[src/rtl/mem_arbiter_if.sv]
// Requester and memory-side signal bundle for mem_arbiter.
// slave is the arbiter's view; master is the requesters/memory view.
interface mem_arbiter_if #(
    parameter int ADDR_WIDTH = 12,
    parameter int DATA_WIDTH = 8
);
    logic                  cpu_req;
    logic                  cpu_we;
    logic [ADDR_WIDTH-1:0] cpu_addr;
    logic [DATA_WIDTH-1:0] cpu_wdata;
    logic [DATA_WIDTH-1:0] cpu_rdata;
    logic                  cpu_ack;

    logic                  gpu_req;
    logic                  gpu_we;
    logic [ADDR_WIDTH-1:0] gpu_addr;
    logic [DATA_WIDTH-1:0] gpu_wdata;
    logic [DATA_WIDTH-1:0] gpu_rdata;
    logic                  gpu_ack;

    logic                  mem_read;
    logic                  mem_write;
    logic [ADDR_WIDTH-1:0] mem_addr;
    logic [DATA_WIDTH-1:0] mem_wdata;
    logic [DATA_WIDTH-1:0] mem_rdata;
    logic                  mem_read_ack;

    logic                  busy;
    logic                  timeout_err;

    modport slave (
        input  cpu_req, cpu_we, cpu_addr, cpu_wdata,
        output cpu_rdata, cpu_ack,
        input  gpu_req, gpu_we, gpu_addr, gpu_wdata,
        output gpu_rdata, gpu_ack,
        output mem_read, mem_write, mem_addr, mem_wdata,
        input  mem_rdata, mem_read_ack,
        output busy, timeout_err
    );

    modport master (
        output cpu_req, cpu_we, cpu_addr, cpu_wdata,
        input  cpu_rdata, cpu_ack,
        output gpu_req, gpu_we, gpu_addr, gpu_wdata,
        input  gpu_rdata, gpu_ack,
        input  mem_read, mem_write, mem_addr, mem_wdata,
        output mem_rdata, mem_read_ack,
        input  busy, timeout_err
    );
endinterface

[src/rtl/mem_arbiter.sv]
// Round-robin CPU/GPU arbiter for a single-port memory.
// Reads that never see mem_read_ack complete with all-ones data.
module mem_arbiter #(
    parameter int ADDR_WIDTH = 12,
    parameter int DATA_WIDTH = 8,
    parameter int TIMEOUT    = 15
) (
    input  logic         clk,
    input  logic         reset,
    mem_arbiter_if.slave bus
);
    localparam int CW = $clog2(TIMEOUT + 1);

    typedef enum logic [1:0] {IDLE, CMD, WAIT} state_t;

    state_t                state, state_d;
    logic                  last, last_d;
    logic [CW-1:0]         cnt, cnt_d;
    logic                  rd, rd_d;
    logic                  wr, wr_d;
    logic [ADDR_WIDTH-1:0] addr, addr_d;
    logic [DATA_WIDTH-1:0] wdata, wdata_d;
    logic                  cack, cack_d;
    logic                  gack, gack_d;
    logic [DATA_WIDTH-1:0] crd, crd_d;
    logic [DATA_WIDTH-1:0] grd, grd_d;
    logic                  terr, terr_d;

    logic                  cpu_el;
    logic                  gpu_el;
    logic                  pick_gpu;
    logic                  we_sel;
    logic                  done;
    logic [DATA_WIDTH-1:0] rdat;

    // A requester whose ack is high this cycle must not be re-granted.
    assign cpu_el   = bus.cpu_req & ~cack;
    assign gpu_el   = bus.gpu_req & ~gack;
    // last = 1 means GPU held the previous grant.
    assign pick_gpu = gpu_el & (~cpu_el | ~last);
    assign we_sel   = pick_gpu ? bus.gpu_we : bus.cpu_we;
    assign done     = bus.mem_read_ack | (cnt == CW'(TIMEOUT - 1));
    assign rdat     = bus.mem_read_ack ? bus.mem_rdata : '1;

    always_ff @(posedge clk or posedge reset) begin
        if (reset) begin
            state <= IDLE;
            last  <= 1'b1;
            cnt   <= '0;
            rd    <= 1'b0;
            wr    <= 1'b0;
            addr  <= '0;
            wdata <= '0;
            cack  <= 1'b0;
            gack  <= 1'b0;
            crd   <= '0;
            grd   <= '0;
            terr  <= 1'b0;
        end else begin
            state <= state_d;
            last  <= last_d;
            cnt   <= cnt_d;
            rd    <= rd_d;
            wr    <= wr_d;
            addr  <= addr_d;
            wdata <= wdata_d;
            cack  <= cack_d;
            gack  <= gack_d;
            crd   <= crd_d;
            grd   <= grd_d;
            terr  <= terr_d;
        end
    end

    always_comb begin
        state_d = state;
        last_d  = last;
        cnt_d   = cnt;
        rd_d    = 1'b0;
        wr_d    = 1'b0;
        addr_d  = addr;
        wdata_d = wdata;
        cack_d  = 1'b0;
        gack_d  = 1'b0;
        crd_d   = crd;
        grd_d   = grd;
        terr_d  = terr;
        unique case (state)
            IDLE: begin
                if (cpu_el | gpu_el) begin
                    state_d = CMD;
                    last_d  = pick_gpu;
                    addr_d  = pick_gpu ? bus.gpu_addr : bus.cpu_addr;
                    wdata_d = pick_gpu ? bus.gpu_wdata : bus.cpu_wdata;
                    wr_d    = we_sel;
                    rd_d    = ~we_sel;
                end
            end
            CMD: begin
                if (wr) begin
                    state_d = IDLE;
                    cack_d  = ~last;
                    gack_d  = last;
                end else begin
                    state_d = WAIT;
                    cnt_d   = '0;
                end
            end
            WAIT: begin
                if (done) begin
                    state_d = IDLE;
                    cack_d  = ~last;
                    gack_d  = last;
                    if (!bus.mem_read_ack) terr_d = 1'b1;
                    if (last) grd_d = rdat;
                    else      crd_d = rdat;
                end else begin
                    cnt_d = cnt + CW'(1);
                end
            end
            default: state_d = IDLE;
        endcase
    end

    assign bus.mem_read    = rd;
    assign bus.mem_write   = wr;
    assign bus.mem_addr    = addr;
    assign bus.mem_wdata   = wdata;
    assign bus.cpu_ack     = cack;
    assign bus.gpu_ack     = gack;
    assign bus.cpu_rdata   = crd;
    assign bus.gpu_rdata   = grd;
    assign bus.busy        = (state != IDLE);
    assign bus.timeout_err = terr;
endmodule

[src/flat_wrapper.sv]
// flat-port wrapper written by rule: the top's interface ports become plain ports
module mem_arbiter_flat 
#(
    parameter int ADDR_WIDTH = 12,
    parameter int DATA_WIDTH = 8,
    parameter int TIMEOUT    = 15
)
  (clk, reset, bus_cpu_req, bus_cpu_we, bus_cpu_addr, bus_cpu_wdata, bus_cpu_rdata, bus_cpu_ack, bus_gpu_req, bus_gpu_we, bus_gpu_addr, bus_gpu_wdata, bus_gpu_rdata, bus_gpu_ack, bus_mem_read, bus_mem_write, bus_mem_addr, bus_mem_wdata, bus_mem_rdata, bus_mem_read_ack, bus_busy, bus_timeout_err);
  mem_arbiter_if #(.ADDR_WIDTH(ADDR_WIDTH), .DATA_WIDTH(DATA_WIDTH)) bus_i ();
  input  logic clk;
  input  logic reset;
  input wire logic [$bits(bus_i.cpu_req)-1:0] bus_cpu_req;
  input wire logic [$bits(bus_i.cpu_we)-1:0] bus_cpu_we;
  input wire logic [$bits(bus_i.cpu_addr)-1:0] bus_cpu_addr;
  input wire logic [$bits(bus_i.cpu_wdata)-1:0] bus_cpu_wdata;
  output wire logic [$bits(bus_i.cpu_rdata)-1:0] bus_cpu_rdata;
  output wire logic [$bits(bus_i.cpu_ack)-1:0] bus_cpu_ack;
  input wire logic [$bits(bus_i.gpu_req)-1:0] bus_gpu_req;
  input wire logic [$bits(bus_i.gpu_we)-1:0] bus_gpu_we;
  input wire logic [$bits(bus_i.gpu_addr)-1:0] bus_gpu_addr;
  input wire logic [$bits(bus_i.gpu_wdata)-1:0] bus_gpu_wdata;
  output wire logic [$bits(bus_i.gpu_rdata)-1:0] bus_gpu_rdata;
  output wire logic [$bits(bus_i.gpu_ack)-1:0] bus_gpu_ack;
  output wire logic [$bits(bus_i.mem_read)-1:0] bus_mem_read;
  output wire logic [$bits(bus_i.mem_write)-1:0] bus_mem_write;
  output wire logic [$bits(bus_i.mem_addr)-1:0] bus_mem_addr;
  output wire logic [$bits(bus_i.mem_wdata)-1:0] bus_mem_wdata;
  input wire logic [$bits(bus_i.mem_rdata)-1:0] bus_mem_rdata;
  input wire logic [$bits(bus_i.mem_read_ack)-1:0] bus_mem_read_ack;
  output wire logic [$bits(bus_i.busy)-1:0] bus_busy;
  output wire logic [$bits(bus_i.timeout_err)-1:0] bus_timeout_err;
  assign bus_i.cpu_req = bus_cpu_req;
  assign bus_i.cpu_we = bus_cpu_we;
  assign bus_i.cpu_addr = bus_cpu_addr;
  assign bus_i.cpu_wdata = bus_cpu_wdata;
  assign bus_cpu_rdata = bus_i.cpu_rdata;
  assign bus_cpu_ack = bus_i.cpu_ack;
  assign bus_i.gpu_req = bus_gpu_req;
  assign bus_i.gpu_we = bus_gpu_we;
  assign bus_i.gpu_addr = bus_gpu_addr;
  assign bus_i.gpu_wdata = bus_gpu_wdata;
  assign bus_gpu_rdata = bus_i.gpu_rdata;
  assign bus_gpu_ack = bus_i.gpu_ack;
  assign bus_mem_read = bus_i.mem_read;
  assign bus_mem_write = bus_i.mem_write;
  assign bus_mem_addr = bus_i.mem_addr;
  assign bus_mem_wdata = bus_i.mem_wdata;
  assign bus_i.mem_rdata = bus_mem_rdata;
  assign bus_i.mem_read_ack = bus_mem_read_ack;
  assign bus_busy = bus_i.busy;
  assign bus_timeout_err = bus_i.timeout_err;
  mem_arbiter #(.ADDR_WIDTH(ADDR_WIDTH), .DATA_WIDTH(DATA_WIDTH), .TIMEOUT(TIMEOUT)) u_core (.clk(clk), .reset(reset), .bus(bus_i));
endmodule
[config.mk]
export PLATFORM = sky130hd
export DESIGN_NAME = mem_arbiter_flat
export DESIGN_NICKNAME = d
export VERILOG_FILES = /design/src/rtl/mem_arbiter_if.sv /design/src/rtl/mem_arbiter.sv /design/src/flat_wrapper.sv
export SDC_FILE = /design/constraint.sdc
export NUM_CORES = 1
export LEC_CHECK = 0
export CAP_MARGIN = 20
export CORE_ASPECT_RATIO = 2
export CORE_UTILIZATION = 34
export CTS_BUF_LIST = sky130_fd_sc_hd__clkbuf_4
export DETAILED_ROUTE_END_ITERATION = 16
export PLACE_DENSITY = 0.71
export SETUP_SLACK_MARGIN = 0.4
export SLEW_MARGIN = 0
export SYNTH_ARGS = -nofsm -noshare
export SYNTH_HDL_FRONTEND = slang
export SYNTH_SLANG_ARGS = --single-unit
export TNS_END_PERCENT = 50
[constraint.sdc]
create_clock -name clk -period 4.2 [get_ports clk]
set_input_delay 0.84 -clock clk [delete_from_list [all_inputs] [get_ports clk]]
set_output_delay 0.84 -clock clk [all_outputs]
set_load 0.01 [all_outputs]
---- Word-level counts from Yosys, hierarchy flattened ----
Index checks and enable logic that the tools add are counted.
word-level totals
  output and inout port bits .............. 42
  word-level logic and storage cells ...... 62
  register bits ........................... 48
  input bits .............................. 55
cells by class
  add/subtract/negate cells ............... 1
  bitwise gates (word level) .............. 12
  reduce and logical (&&, ||, !) cells .... 9
  eq/ne operators ......................... 7
  multiplexer cells ....................... 21
operators with widths
  operator                                       number
  2-to-1 mux 8 bit                               2
  2-to-1 mux 12 bit                              1
  AND reduction 3 bit                            4
  2-to-1 mux 1 bit                               9
  2-to-1 mux 4 bit                               2
  case mux 4 bit (2 select lines)                1
  2-to-1 mux 2 bit                               3
  NOT 1 bit                                      6
  case mux 2 bit (3 select lines)                1
  adder 4 x 1 -> 4 bit, second input constant    1
  == test 4 bit, second input constant           1
  != test 2 x 1 -> 1 bit, second input constant  2
  != test 2 bit, second input constant           2
  case mux 1 bit (2 select lines)                2
  AND reduction 2 bit                            2
  nonzero test 2 bit                             2
  bitwise AND 1 bit                              3
  OR 1 bit                                       3
  == test 2 x 1 -> 1 bit, second input constant  1
  == test 2 bit, second input constant           1
  zero test 2 bit                                1

---- Logic depth before layout (Yosys ltp) ----
Gate-level depths: netlist (run 1).
  depth after elaboration ................. 9
  gate-level depth with buffers ........... 6
  depth with buffers taken out ............ 5

---- Worst setup path after synthesis (run 1) ----
OpenSTA, ideal clock, no wires.
  path kind ............................... flip-flop to output port
  start ................................... register u_core.state[0]
  end ..................................... output port bus_busy
  slack ................................... 2.342 ns
  data required time ...................... 3.360 ns
  arrival ................................. 1.018 ns
  buffers on the path ..................... 1
  cell stages (with the launch flop) ...... 5
  cell sequence ........................... dfrtp_1 > inv_1 > ha_1 > inv_1 > clkbuf_1
on the way
  cells in the longest elaborated chain, start to end .. 1
RTL lines
  element                 RTL line            source
  start, declared         mem_arbiter.sv:16   state_t state, state_d;
  start signal, assigned  mem_arbiter.sv:60   state <= state_d;
  nonzero test 2 bit      mem_arbiter.sv:133  assign bus.busy = (state != IDLE);
  end, declared           flat_wrapper.sv:30  output wire logic [$bits(bus_i.busy)-1:0] bus_busy;
No other way between the ends.

---- Final worst setup path (run 1) ----
Same ends and word-level chain as after synthesis.

==> flow_metrics.env, run 1 <==
export IMPL_synth_edf_count=0
export IMPL_synth_area_um2=2569
export IMPL_ys_ff_latch=48
export IMPL_syn_inst=247
export IMPL_yosys_warnings=0
export IMPL_ff_latch_area_um2=1202
export IMPL_path_clk_slew_ps=130
export IMPL_synth_area_per_cell_um2=10.40
export IMPL_vias_per_cell=5.409
export IMPL_critPathMaxFanout=22
export IMPL_timing_fmax_ghz=0.3262
export IMPL_critPathRequiredTime_ps=3360
export IMPL_instances_no_fill=425
export IMPL_layout_commonest_cell="clkdlybuf4s50_1"
export IMPL_setup_tns_ps=0
export IMPL_die_y_um=124.9
export IMPL_fin_crit_ps=3065
export IMPL_reg2regPathDepth=5
export IMPL_dieArea_um2=7927
export IMPL_maxCapViolations=0
export IMPL_cts_tree="done"
export IMPL_r2r_start="u_core.state[0]"
export IMPL_dr_pass1_iters=4
export IMPL_setup_viol=0
export IMPL_ant_nets=0
export IMPL_cellLeakagePower_nw=1.562
export IMPL_grt_use_met1_pct=19.28
export IMPL_synth_main_ff_cell="dfrtp_1"
export IMPL_drc=0
export IMPL_tightest_slew_ps=821.8
export IMPL_status="completed"
export IMPL_crit_path_start_kind="flop"
export IMPL_grt_pass1_wl_um=10920
export IMPL_finalPower_mw=2.300
export IMPL_fillerInstances=699
export IMPL_end_kind="primary output"
export IMPL_final_setup_skew_ps=13.33
export IMPL_pwr_density_cell_nw_per_um2=631.8
export IMPL_drive_gt1_share_pct=5.723
export IMPL_synth_top_area_cell="dfrtp_1"
export IMPL_grt_max_degree=49
export IMPL_synth_async_reset_ratio_pct=100.0
export IMPL_grt_setup_unrepaired="no"
export IMPL_cts_buffers=5
export IMPL_grtUsageMet2_pct=31.66
export IMPL_busiest_layer="met2"
export IMPL_peakVddDrop_v=0.0003378
export IMPL_drv_slew=0
export IMPL_clk_latency_ps=370
export IMPL_routed_wl_um=6694
export IMPL_ios=97
export IMPL_io_buffer_count=96
export IMPL_gp_congestion=0.8074
export IMPL_grt_use_total_pct=17.52
export IMPL_synthDistinctLibCells=42
export IMPL_hold_path_class="reg2reg"
export IMPL_chipWidth_um=63.46
export IMPL_vias=2299
export IMPL_fin_crit_sh_pct=72.98
export IMPL_crit_arrival_ps=2230
export IMPL_fp_row_count=44
export IMPL_clock_sinks=48
export IMPL_r2r_slack_ps=1890
export IMPL_met3_usage_pct=2.198
export IMPL_hold_path_depth=2
export IMPL_synthTopCellsByArea="dfrtp_1, and3b_1, a221oi_1"
export IMPL_core_area_um2=7267
export IMPL_drt_iter0_markers=113
export IMPL_clockBufferDepth=2
export IMPL_hold_buffers=0
export IMPL_hold_ws_ps=477.6
export IMPL_grt_pass1_vias=2270
export IMPL_dpl_hpwl_um=4907
export IMPL_clockRootBuffer="clkbuf_4"
export IMPL_timing_max_slew_rel_slack_pct=45.21
export IMPL_hp_start="u_core.bus.timeout_err"
export IMPL_grt_overflow=0
export IMPL_crit_type="reg2out"
export IMPL_cts_htree_levels=2
export IMPL_multi_input_area_um2=1140
export IMPL_rr_endpoint="u_core.last"
export IMPL_cts_resized_gates=0
export IMPL_layout_common_cells="clkdlybuf4s50_1, dfrtp_1, inv_1"
export IMPL_area_growth_pct=41.74
export IMPL_fin_nets=391
export IMPL_synth_top_area_share_pct=45.79
export IMPL_synthesis_nets=307
export IMPL_dp_cells=415
export IMPL_hold_viol_final=0
export IMPL_start_util_pct=35.35
export IMPL_yosysSeqAreaShare_pct=46.81
export IMPL_postCtsSetupBuffers=0
export IMPL_whs_endpoint="u_core.bus.timeout_err"
export IMPL_antenna_found_initial=1
export IMPL_wire_per_inst_um=15.75
-- sequential cells by signal (all words and copies together) (netlist names) --
signal and cells:
u_core.cnt 4, u_core.last 1, u_core.bus.timeout_err 1, u_core.bus.mem_write 1, u_core.bus.gpu_ack 1, u_core.bus.mem_wdata 8, u_core.bus.cpu_ack 1, u_core.state 2
u_core.bus.gpu_rdata 8, u_core.bus.cpu_rdata 8, u_core.bus.mem_read 1, u_core.bus.mem_addr 12
-- layout make-up --
class                           instances  area share, %
Sequential cell                        48          33.02
Multi-Input combinational cell        148          31.31
Timing Repair Buffer                   98          27.15
Tap cell                               92          3.162
Inverter                               30          3.093
Clock inverter                          3          1.168
Clock buffer                            5          1.031
Antenna cell                            1        0.06873
-- power breakdown --
group	internal [mW]	total (mW)	switching (mW)
clock network	0.124	0.274	0.150
registers	0.674	0.822	0.148
logic	0.655	1.20	0.550
total	1.45	2.30	0.848
-- stage by stage --
| stage | area, um^2 | setup slack (ps) | utilization, % |
|---|---|---|---|
| after floorplan | 2569 | 2217 | - |
| after CTS | 3618 | 1117 | 49.79 |
| final | 3641 | 1135 | 50.10 |
| after global placement | 3538 | 1154 | 48.69 |
| after global routing | 3641 | 980.4 | 50.10 |
| after detailed placement | 3538 | 1122 | 48.69 |
-- metal layers --
| metal | vias up | wire, um |
|---|---|---|
| li1 | 1097 | - |
| met1 | 1106 | 2446 |
| met2 | 81 | 3760 |
| met3 | 15 | 248 |
| met4 | 0 | 238 |
| met5 | - | 0 |
-- Yosys cell counts, types with 2 or more instances --
master / number
nand2b_1: 3
buf_6: 4
a221oi_1: 20
o21ai_0: 21
mux2i_1: 2
clkbuf_1: 13
o32a_1: 8
a21oi_1: 4
ha_1: 5
a22oi_1: 21
inv_1: 29
dfrtp_1: 47
a2bb2oi_1: 8
buf_2: 4
and3b_1: 21
nor2_1: 11
-- cells by family (layout without fill, tap and decap cells) --
family	Yosys count	count (layout)	synth area share, %
other cells	0	1	0
buf+inv	51	136	8.816
compound gates	94	94	27.77
flops	48	48	46.81
fa+ha+maj	5	5	2.435
simple gates	46	46	12.96
mux	3	3	1.218
-- worst max path at each step --
stage                         start                 end  cells past startpoint
floorplan                     reset  u_core.bus.cpu_ack                      1
CTS                 u_core.state[0]            bus_busy                      4
global route        u_core.state[0]            bus_busy                      4
global placement        bus_cpu_req         u_core.last                      4
detailed placement      bus_cpu_req         u_core.last                      4
finish              u_core.state[0]            bus_busy                      4
-- critical path, stage by stage, from the launching register on --
cell             delay (ps)
dfrtp_1                 400
inv_1                    70
ha_1                    230
inv_1                   500
clkdlybuf4s50_1         660
Power figures use the tool's default switching activity.
==> run 2: changes to the inputs <==
==> constraint.sdc (replaced) <==
create_clock -name clk -period 3.14 [get_ports clk]
set_input_delay 0.628 -clock clk [delete_from_list [all_inputs] [get_ports clk]]
set_output_delay 0.628 -clock clk [all_outputs]
set_load 0.01 [all_outputs]
==> flow_metrics.env, run 2 (synthesis gave the netlist of run 1 again) <==
export IMPL_cts_htree_levels=2
export IMPL_antenna_found_initial=1
export IMPL_critPathMaxStageDelay_ps=580
export IMPL_crit_top_cell="inv_1"
export IMPL_maxCapViolations=0
export IMPL_switchingPower_mw=1.138
export IMPL_final_setup_skew_ps=14.45
export IMPL_grtUsageMet2_pct=31.79
export IMPL_dieArea_um2=7927
export IMPL_dr_pass1_iters=4
export IMPL_die_y_um=124.9
export IMPL_combinationalPowerShare_pct=54.0
export IMPL_gp_congestion=0.7891
export IMPL_drt_iter0_markers=111
export IMPL_drive_gt1_share_pct=6.548
export IMPL_fillerInstances=700
export IMPL_timing_max_slew_rel_slack_pct=44.69
export IMPL_timing_fmax_ghz=0.3807
export IMPL_crit_chain="inv_1, ha_1, inv_1, buf_4, clkdlybuf4s50_1"
export IMPL_start_util_pct=35.35
export IMPL_drv_slew=0
export IMPL_switching_share_pct=37.68
export IMPL_setup_tns_ps=0
export IMPL_grt_use_met1_pct=19.94
export IMPL_drc=0
export IMPL_busiest_layer="met2"
export IMPL_grt_setup_unrepaired="no"
export IMPL_fp_row_count=44
export IMPL_status="completed"
export IMPL_hold_path_depth=2
export IMPL_path_clk_slew_ps=130
export IMPL_ios=97
export IMPL_cts_resized_gates=0
export IMPL_multi_input_area_um2=1140
export IMPL_chipWidth_um=63.46
export IMPL_crit_type="reg2out"
export IMPL_met3_usage_pct=2.564
export IMPL_ff_latch_area_um2=1202
export IMPL_hold_ws_ps=480.3
export IMPL_largest_reg_flops=12
export IMPL_grt_use_total_pct=17.89
export IMPL_grt_max_degree=46
export IMPL_layout_common_cells="clkdlybuf4s50_1, dfrtp_1, inv_1"
export IMPL_end_kind="primary output"
export IMPL_fin_crit_sh_pct=83.65
export IMPL_dpl_hpwl_um=5016
export IMPL_io_buffer_count=96
export IMPL_reg2regPathDepth=3
export IMPL_fin_nets=395
export IMPL_clockBufferDepth=2
export IMPL_clock_sinks=48
export IMPL_postCtsSetupBuffers=0
export IMPL_critPathRequiredTime_ps=2510
export IMPL_grt_overflow=0
export IMPL_p_int_mw=1.882
export IMPL_tightest_slew_ps=827.1
export IMPL_clockRootBuffer="clkbuf_4"
export IMPL_cellLeakagePower_nw=1.560
export IMPL_clk_latency_ps=380
export IMPL_critPathMaxFanout=21
export IMPL_wire_per_inst_um=15.70
export IMPL_hold_viol_final=0
export IMPL_hold_path_class="reg2reg"
export IMPL_grt_pass1_vias=2264
export IMPL_cts_tree="done"
export IMPL_fin_crit_ps=2627
export IMPL_pwr_density_cell_nw_per_um2=830.8
export IMPL_hold_buffers=0
export IMPL_grt_pass1_wl_um=11020
export IMPL_peakVddDrop_v=0.0005090
export IMPL_routed_wl_um=6734
export IMPL_seq_power_share_pct=36.4
export IMPL_clkPwrFrac_pct=9.6
export IMPL_area_growth_pct=41.50
export IMPL_layout_commonest_cell="clkdlybuf4s50_1"
export IMPL_setup_viol=0
export IMPL_vias_per_cell=5.438
export IMPL_cts_buffers=5
export IMPL_ant_nets=0
export IMPL_vias=2333
export IMPL_crit_path_start_kind="flop"
export IMPL_cp_slowest_cell="clkdlybuf4s50_1"
export IMPL_crit_arrival_ps=2000
export IMPL_core_area_um2=7267
run 2: changes by cell type in the layout (fill, tap and decap cells not counted), sizes merged:
cell / previous run / this run
buf: 2 / 6
bufinv: 1 / 0
clkinvlp: 1 / 2
run 2: through the flow:
step           instance area [um^2]  worst slack (ps)  util [%]  total power [mW]  std cells
6_report                       3635             513.4     50.02             3.020        429
3_3_place_gp                   3576             794.1     49.21             2.720        420
3_5_place_dp                   3576             716.2     49.21             2.754        420
4_1_cts                        3632             516.7     49.98             3.045        428
2_1_floorplan                  2569              1369         -             2.003        247
5_1_grt                        3635             409.9     50.02             3.246        429
run 2: final cells by class:
| cell class | count | share of cell area [%] |
|---|---|---|
| Clock buffer | 5 | 1.033 |
| Timing Repair Buffer | 102 | 27.68 |
| Sequential cell | 48 | 33.08 |
| Clock inverter | 3 | 0.5164 |
| Inverter | 30 | 3.098 |
| Tap cell | 92 | 3.167 |
| Antenna cell | 1 | 0.06885 |
| Multi-Input combinational cell | 148 | 31.36 |
run 2: routing by layer:
metal,wire (um),up-vias
li1,-,1102
met1,2473,1134
met2,3786,83
met3,237,14
met4,237,0
met5,0,-
run 2: power groups by stage:
stage,combinational [mW],sequential (mW),clock [mW]
finish,1.63,1.10,0.289
global placement,1.61,1.11,0
CTS,1.65,1.10,0.300
floorplan,0.828,1.17,0
detailed placement,1.64,1.11,0
global route,1.78,1.14,0.326
run 2: final timing paths:
| path | slack, ps | endpoint | startpoint |
|---|---|---|---|
| min in group asynchronous | 540 | u_core.bus.mem_wdata[4] | reset |
| max in group asynchronous | 1840 | u_core.last | reset |
| hold reg to reg | 480 | u_core.bus.timeout_err | u_core.bus.timeout_err |
| setup / recovery | 510 | bus_busy | u_core.state[0] |
| setup reg to reg | 1120 | u_core.bus.mem_wdata[2] | u_core.last |
| hold / removal | 480 | u_core.bus.timeout_err | u_core.bus.timeout_err |
run 2: critical path: cells and delay by family (launching register included):
| family | cells | cell delay [ps] |
|---|---|---|
| buffers and inverters | 4 | 990 |
| adders and majority gates | 1 | 230 |
| DFF | 1 | 410 |
==> run 3: changes to the inputs <==
--- a/config.mk
+++ b/config.mk
@@ -10,7 +10,7 @@
 export CORE_UTILIZATION = 34
 export CTS_BUF_LIST = sky130_fd_sc_hd__clkbuf_4
 export DETAILED_ROUTE_END_ITERATION = 16
-export PLACE_DENSITY = 0.71
+export PLACE_DENSITY = 0.74
 export SETUP_SLACK_MARGIN = 0.4
 export SLEW_MARGIN = 0
 export SYNTH_ARGS = -nofsm -noshare
==> constraint.sdc (replaced) <==
create_clock -name clk -period 2.4 [get_ports clk]
set_input_delay 0.48 -clock clk [delete_from_list [all_inputs] [get_ports clk]]
set_output_delay 0.48 -clock clk [all_outputs]
set_load 0.01 [all_outputs]
==> flow_metrics.env, run 3 (synthesis gave the netlist of run 1 again) <==
export IMPL_chipWidth_um=63.46
export IMPL_die_y_um=124.9
export IMPL_ios=97
export IMPL_grt_max_degree=27
export IMPL_grt_use_total_pct=18.39
export IMPL_grt_setup_unrepaired="yes"
export IMPL_placed_area_um2=3626
export IMPL_crit_type="reg2out"
export IMPL_grt_pass1_vias=2410
export IMPL_hold_path_class="in2async"
export IMPL_clk_latency_ps=360
export IMPL_fin_crit_sh_pct=80.44
export IMPL_start_util_pct=35.35
export IMPL_pwr_density_cell_nw_per_um2=1113
export IMPL_fillerInstances=690
export IMPL_critPathRequiredTime_ps=1920
export IMPL_critPathMaxFanout=22
export IMPL_fin_crit_ps=1931
export IMPL_tightest_slew_ps=721.0
export IMPL_largest_reg_flops=12
export IMPL_cts_htree_levels=2
export IMPL_gp_congestion=0.7672
export IMPL_vias_per_cell=5.459
export IMPL_vias=2369
export IMPL_hold_viol_final=0
export IMPL_area_growth_pct=44.96
export IMPL_dieArea_um2=7927
export IMPL_design_area_um2=3724
export IMPL_drc=0
export IMPL_setup_viol=0
export IMPL_wire_per_inst_um=16.17
export IMPL_clock_sinks=48
export IMPL_hold_ws_ps=449.8
export IMPL_preCtsSetupSlack_ps=380.5
export IMPL_fin_util_pct=51.24
export IMPL_routed_wl_um=7017
export IMPL_maxCapViolations=0
export IMPL_end_kind="primary output"
export IMPL_dr_pass1_iters=4
export IMPL_timing_max_slew_rel_slack_pct=51.50
export IMPL_io_buffer_count=96
export IMPL_grt_overflow=0
export IMPL_antenna_cells=0
export IMPL_layout_common_cells="clkdlybuf4s50_1, dfrtp_1, inv_1"
export IMPL_instances_no_fill=434
export IMPL_status="completed"
export IMPL_clockRootBuffer="clkbuf_4"
export IMPL_drive_gt1_share_pct=8.187
export IMPL_antenna_found_initial=0
export IMPL_fp_row_count=44
export IMPL_path_clk_slew_ps=150
export IMPL_finalPower_mw=4.145
export IMPL_peakVddDrop_v=0.0006655
export IMPL_clockBufferDepth=2
export IMPL_dp_cells=425
export IMPL_hold_buffers=0
export IMPL_timing_fmax_ghz=0.5180
export IMPL_dpl_hpwl_um=5176
export IMPL_setup_tns_ps=0
export IMPL_ant_nets=0
export IMPL_core_area_um2=7267
export IMPL_cts_buffers=5
export IMPL_cts_tree="done"
export IMPL_layout_commonest_cell="clkdlybuf4s50_1"
export IMPL_crit_arrival_ps=1450
export IMPL_ff_latch_area_um2=1202
export IMPL_drt_iter0_markers=90
export IMPL_final_setup_skew_ps=18.20
export IMPL_layout_setup_ws_ps=469.5
export IMPL_drv_slew=0
export IMPL_cellLeakagePower_nw=1.612
export IMPL_grt_pass1_wl_um=11520
export IMPL_fin_nets=401
export IMPL_multi_input_area_um2=1152
export IMPL_crit_path_start_kind="flop"
[run 3: worst max-delay path: stages (launching register included)]
cell             delay (ps)
dfrtp_1                 380
buf_6                   170
clkdlybuf4s50_1         550
[run 3: what timing repair did]
item | in CTS | in global routing
setup endpoints to repair | 2 | 2
hold endpoints to repair | 0 | 0
buffers inserted | 1 | 0
gates cloned | 0 | 0
resized for setup | 1 | 3
[run 3: layer usage]
layer	up-vias	part of all wire [%]	track usage, %
li1	1111	-	-
met1	1155	38	20.70
met4	0	3.5	9.358
met3	20	3.4	2.198
met2	83	55	32.98
met5	-	0	0
[run 3: cell type report]
| type | count | share of cell area (%) |
|---|---|---|
| Clock buffer | 5 | 1.008 |
| Clock inverter | 3 | 1.008 |
| Inverter | 30 | 3.024 |
| Multi-Input combinational cell | 148 | 30.95 |
| Sequential cell | 48 | 32.29 |
| Tap cell | 92 | 3.091 |
| Timing Repair Buffer | 108 | 28.63 |
[run 3: worst paths after layout]
path                                   startpoint                      end  slack (ps)  depth (start not counted)
setup / recovery               u_core.bus.gpu_ack              bus_gpu_ack         470                          2
setup reg to reg                  u_core.state[0]  u_core.bus.gpu_rdata[6]         600                          5
hold reg to reg            u_core.bus.timeout_err   u_core.bus.timeout_err         490                          2
hold / removal                              reset       u_core.bus.cpu_ack         450                          2
min in group clk           u_core.bus.timeout_err   u_core.bus.timeout_err         490                          2
max in group asynchronous                   reset              u_core.last        1370                          3
[run 3: power by group]
group | switching, mW | internal (mW) | total (mW) | leakage, nW
Clock | 0.258 | 0.213 | 0.471 | 0.0403
Combinational | 1.02 | 1.23 | 2.24 | 1.01
Sequential | 0.250 | 1.18 | 1.43 | 0.557
Total | 1.52 | 2.62 | 4.15 | 1.61
==> patch: new RTL, flow settings as in run 2 <==
`ADDR_WIDTH` is set to 12 in 3 places; all go to 14.
--- a/src/rtl/mem_arbiter_if.sv
+++ b/src/rtl/mem_arbiter_if.sv
@@ -1,7 +1,7 @@
 // Requester and memory-side signal bundle for mem_arbiter.
 // slave is the arbiter's view; master is the requesters/memory view.
 interface mem_arbiter_if #(
-    parameter int ADDR_WIDTH = 12,
+    parameter int ADDR_WIDTH = 14,
     parameter int DATA_WIDTH = 8
 );
     logic                  cpu_req;
--- a/src/rtl/mem_arbiter.sv
+++ b/src/rtl/mem_arbiter.sv
@@ -1,7 +1,7 @@
 // Round-robin CPU/GPU arbiter for a single-port memory.
 // Reads that never see mem_read_ack complete with all-ones data.
 module mem_arbiter #(
-    parameter int ADDR_WIDTH = 12,
+    parameter int ADDR_WIDTH = 14,
     parameter int DATA_WIDTH = 8,
     parameter int TIMEOUT    = 15
 ) (
--- a/src/flat_wrapper.sv
+++ b/src/flat_wrapper.sv
@@ -1,7 +1,7 @@
 // flat-port wrapper written by rule: the top's interface ports become plain ports
 module mem_arbiter_flat 
 #(
-    parameter int ADDR_WIDTH = 12,
+    parameter int ADDR_WIDTH = 14,
     parameter int DATA_WIDTH = 8,
     parameter int TIMEOUT    = 15
 )
Ports: changed (resized bus_cpu_addr, bus_gpu_addr and bus_mem_addr); port bits go from 97 to 103. The function was not compared with the original's and may differ.
==> patch against run 2 <==
Setup slack worse by 0.0071 ns; power is 4.3% higher; sequential cell count is 2 higher; synthesized area is 3.5% higher; routed wire length is 7.0% higher; global-route usage is 0.21 points higher; register-to-register slack worse by 0.35 ns; via count is 3.4% higher; design area is 5.2% higher.
==> patch: results <==
metrics = {
    "status": {
        "outcome": "finished, final reports clean",
    },
    "setup_path": {
        "r2r_cells": 6,
        "worst-r2r-setup-slack_ns": 0.77,
        "max_stage_delay_ns": 0.62,
        "reg2reg_to": "u_core.last$_DFFE_PP1P_",
        "crit_fanout": 11,
    },
    "drt": {
        "wl_um": 7200,
        "wl_per_cell_um": 16.0,
        "drt_iter0_markers": 74,
        "vias": 2412,
    },
    "grt": {
        "grt_max_degree": 47,
        "grt_pass1_wl_um": 11700,
        "grt.total_usage_pct": 18.1,
        "grt_pass1_vias": 2450,
    },
    "timing": {
        "finClkSkew_ns": 0.00915,
        "hold_slack_ns": 0.418,
        "fin_crit_sh_pct": 83.9,
        "max_slew_margin_pct": 46.0,
    },
    "placed_design": {
        "place_ws_ns": 0.551,
        "portBuffers": 102,
        "dp_hpwl_um": 5390,
        "postPlaceCellArea_um2": 3750,
        "routabilityCongestion": 0.807,
        "dp.cells": 441,
    },
    "clock_network": {
        "clk_pin_slew_ns": 0.14,
        "htree_levels": 2,
        "cts_resized": 0,
        "clkLatencyLatePin_ns": 0.36,
    },
    "layout": {
        "clockBufferCount": 6,
        "final_layout_size_suffix_gt1_share_pct": 6.46,
        "seqCellArea_um2": 1250,
        "nNetsFinal": 419,
        "area_growth_syn_to_layout_pct": 43.9,
        "multi_input_cells": 156,
        "largest_reg_flops": 14,
        "inverters": 32,
        "multi_input_area_um2": 1180,
        "buffer_area_share_pct": 28.6,
        "n_all_buffers": 110,
        "clock_cell_area_share_pct": 1.41,
        "multi_input_area_share_pct": 31.0,
    },
    "synthesis": {
        "synth_nets": 325,
        "ys_ff_latch": 50,
        "ys_types": 43,
        "yosys-top-cells-count": "dfrtp_1 (49), inv_1 (31), and3b_1 (24)",
        "synthCells": 261,
        "synthTopCellsByArea": "dfrtp_1 (46%), and3b_1 (7.9%), a221oi_1 (7.3%), a22oi_1 (6.5%), inv_1 (4.4%)",
        "yosysSeqAreaShare_pct": 47.1,
    },
    "power": {
        "p_leak_nw": 1.66,
        "irDropWorstVdd_mv": 0.353,
    },
    "worst_hold_path": {
        "hp-class": "input port to async pin",
    },
}
==> patch: changes by cell type in the layout (fill, tap and decap cells not counted), moves of 2 or more <==
cell and delta:
clkdlybuf4s50_1 +6, dfrtp_1 +2, clkinvlp_4 -2, a22oi_1 +2, inv_1 +2, and3b_1 +3
a221oi_1 +2
==> patch: cells by family (layout without fill, tap and decap cells) <==
kind of cell	count (synthesis)	in the layout	synth area share [%]
other	0	1	0
buffers and inverters	55	150	8.43
and+or+nand+nor	48	48	12.8
DFF	50	50	47.1
AOI/OAI and AO/OA	100	100	28.1
adders and majority gates	5	5	2.35
muxes	3	3	1.18
==> patch: layer usage <==
layer	share of wire (%)	global-route usage, %	wire length, µm
met1	40	20.2	2860
met2	55	34.1	3940
met3	4.3	1.96	313
met4	1.2	6.93	89
met5	0	0	0
==> patch: where the power goes <==
part	switching [W]	internal (W)
Clock	0.000197	0.0000933
Combinational	0.000799	0.000937
Sequential	0.000183	0.000940
Total	0.00118	0.00197
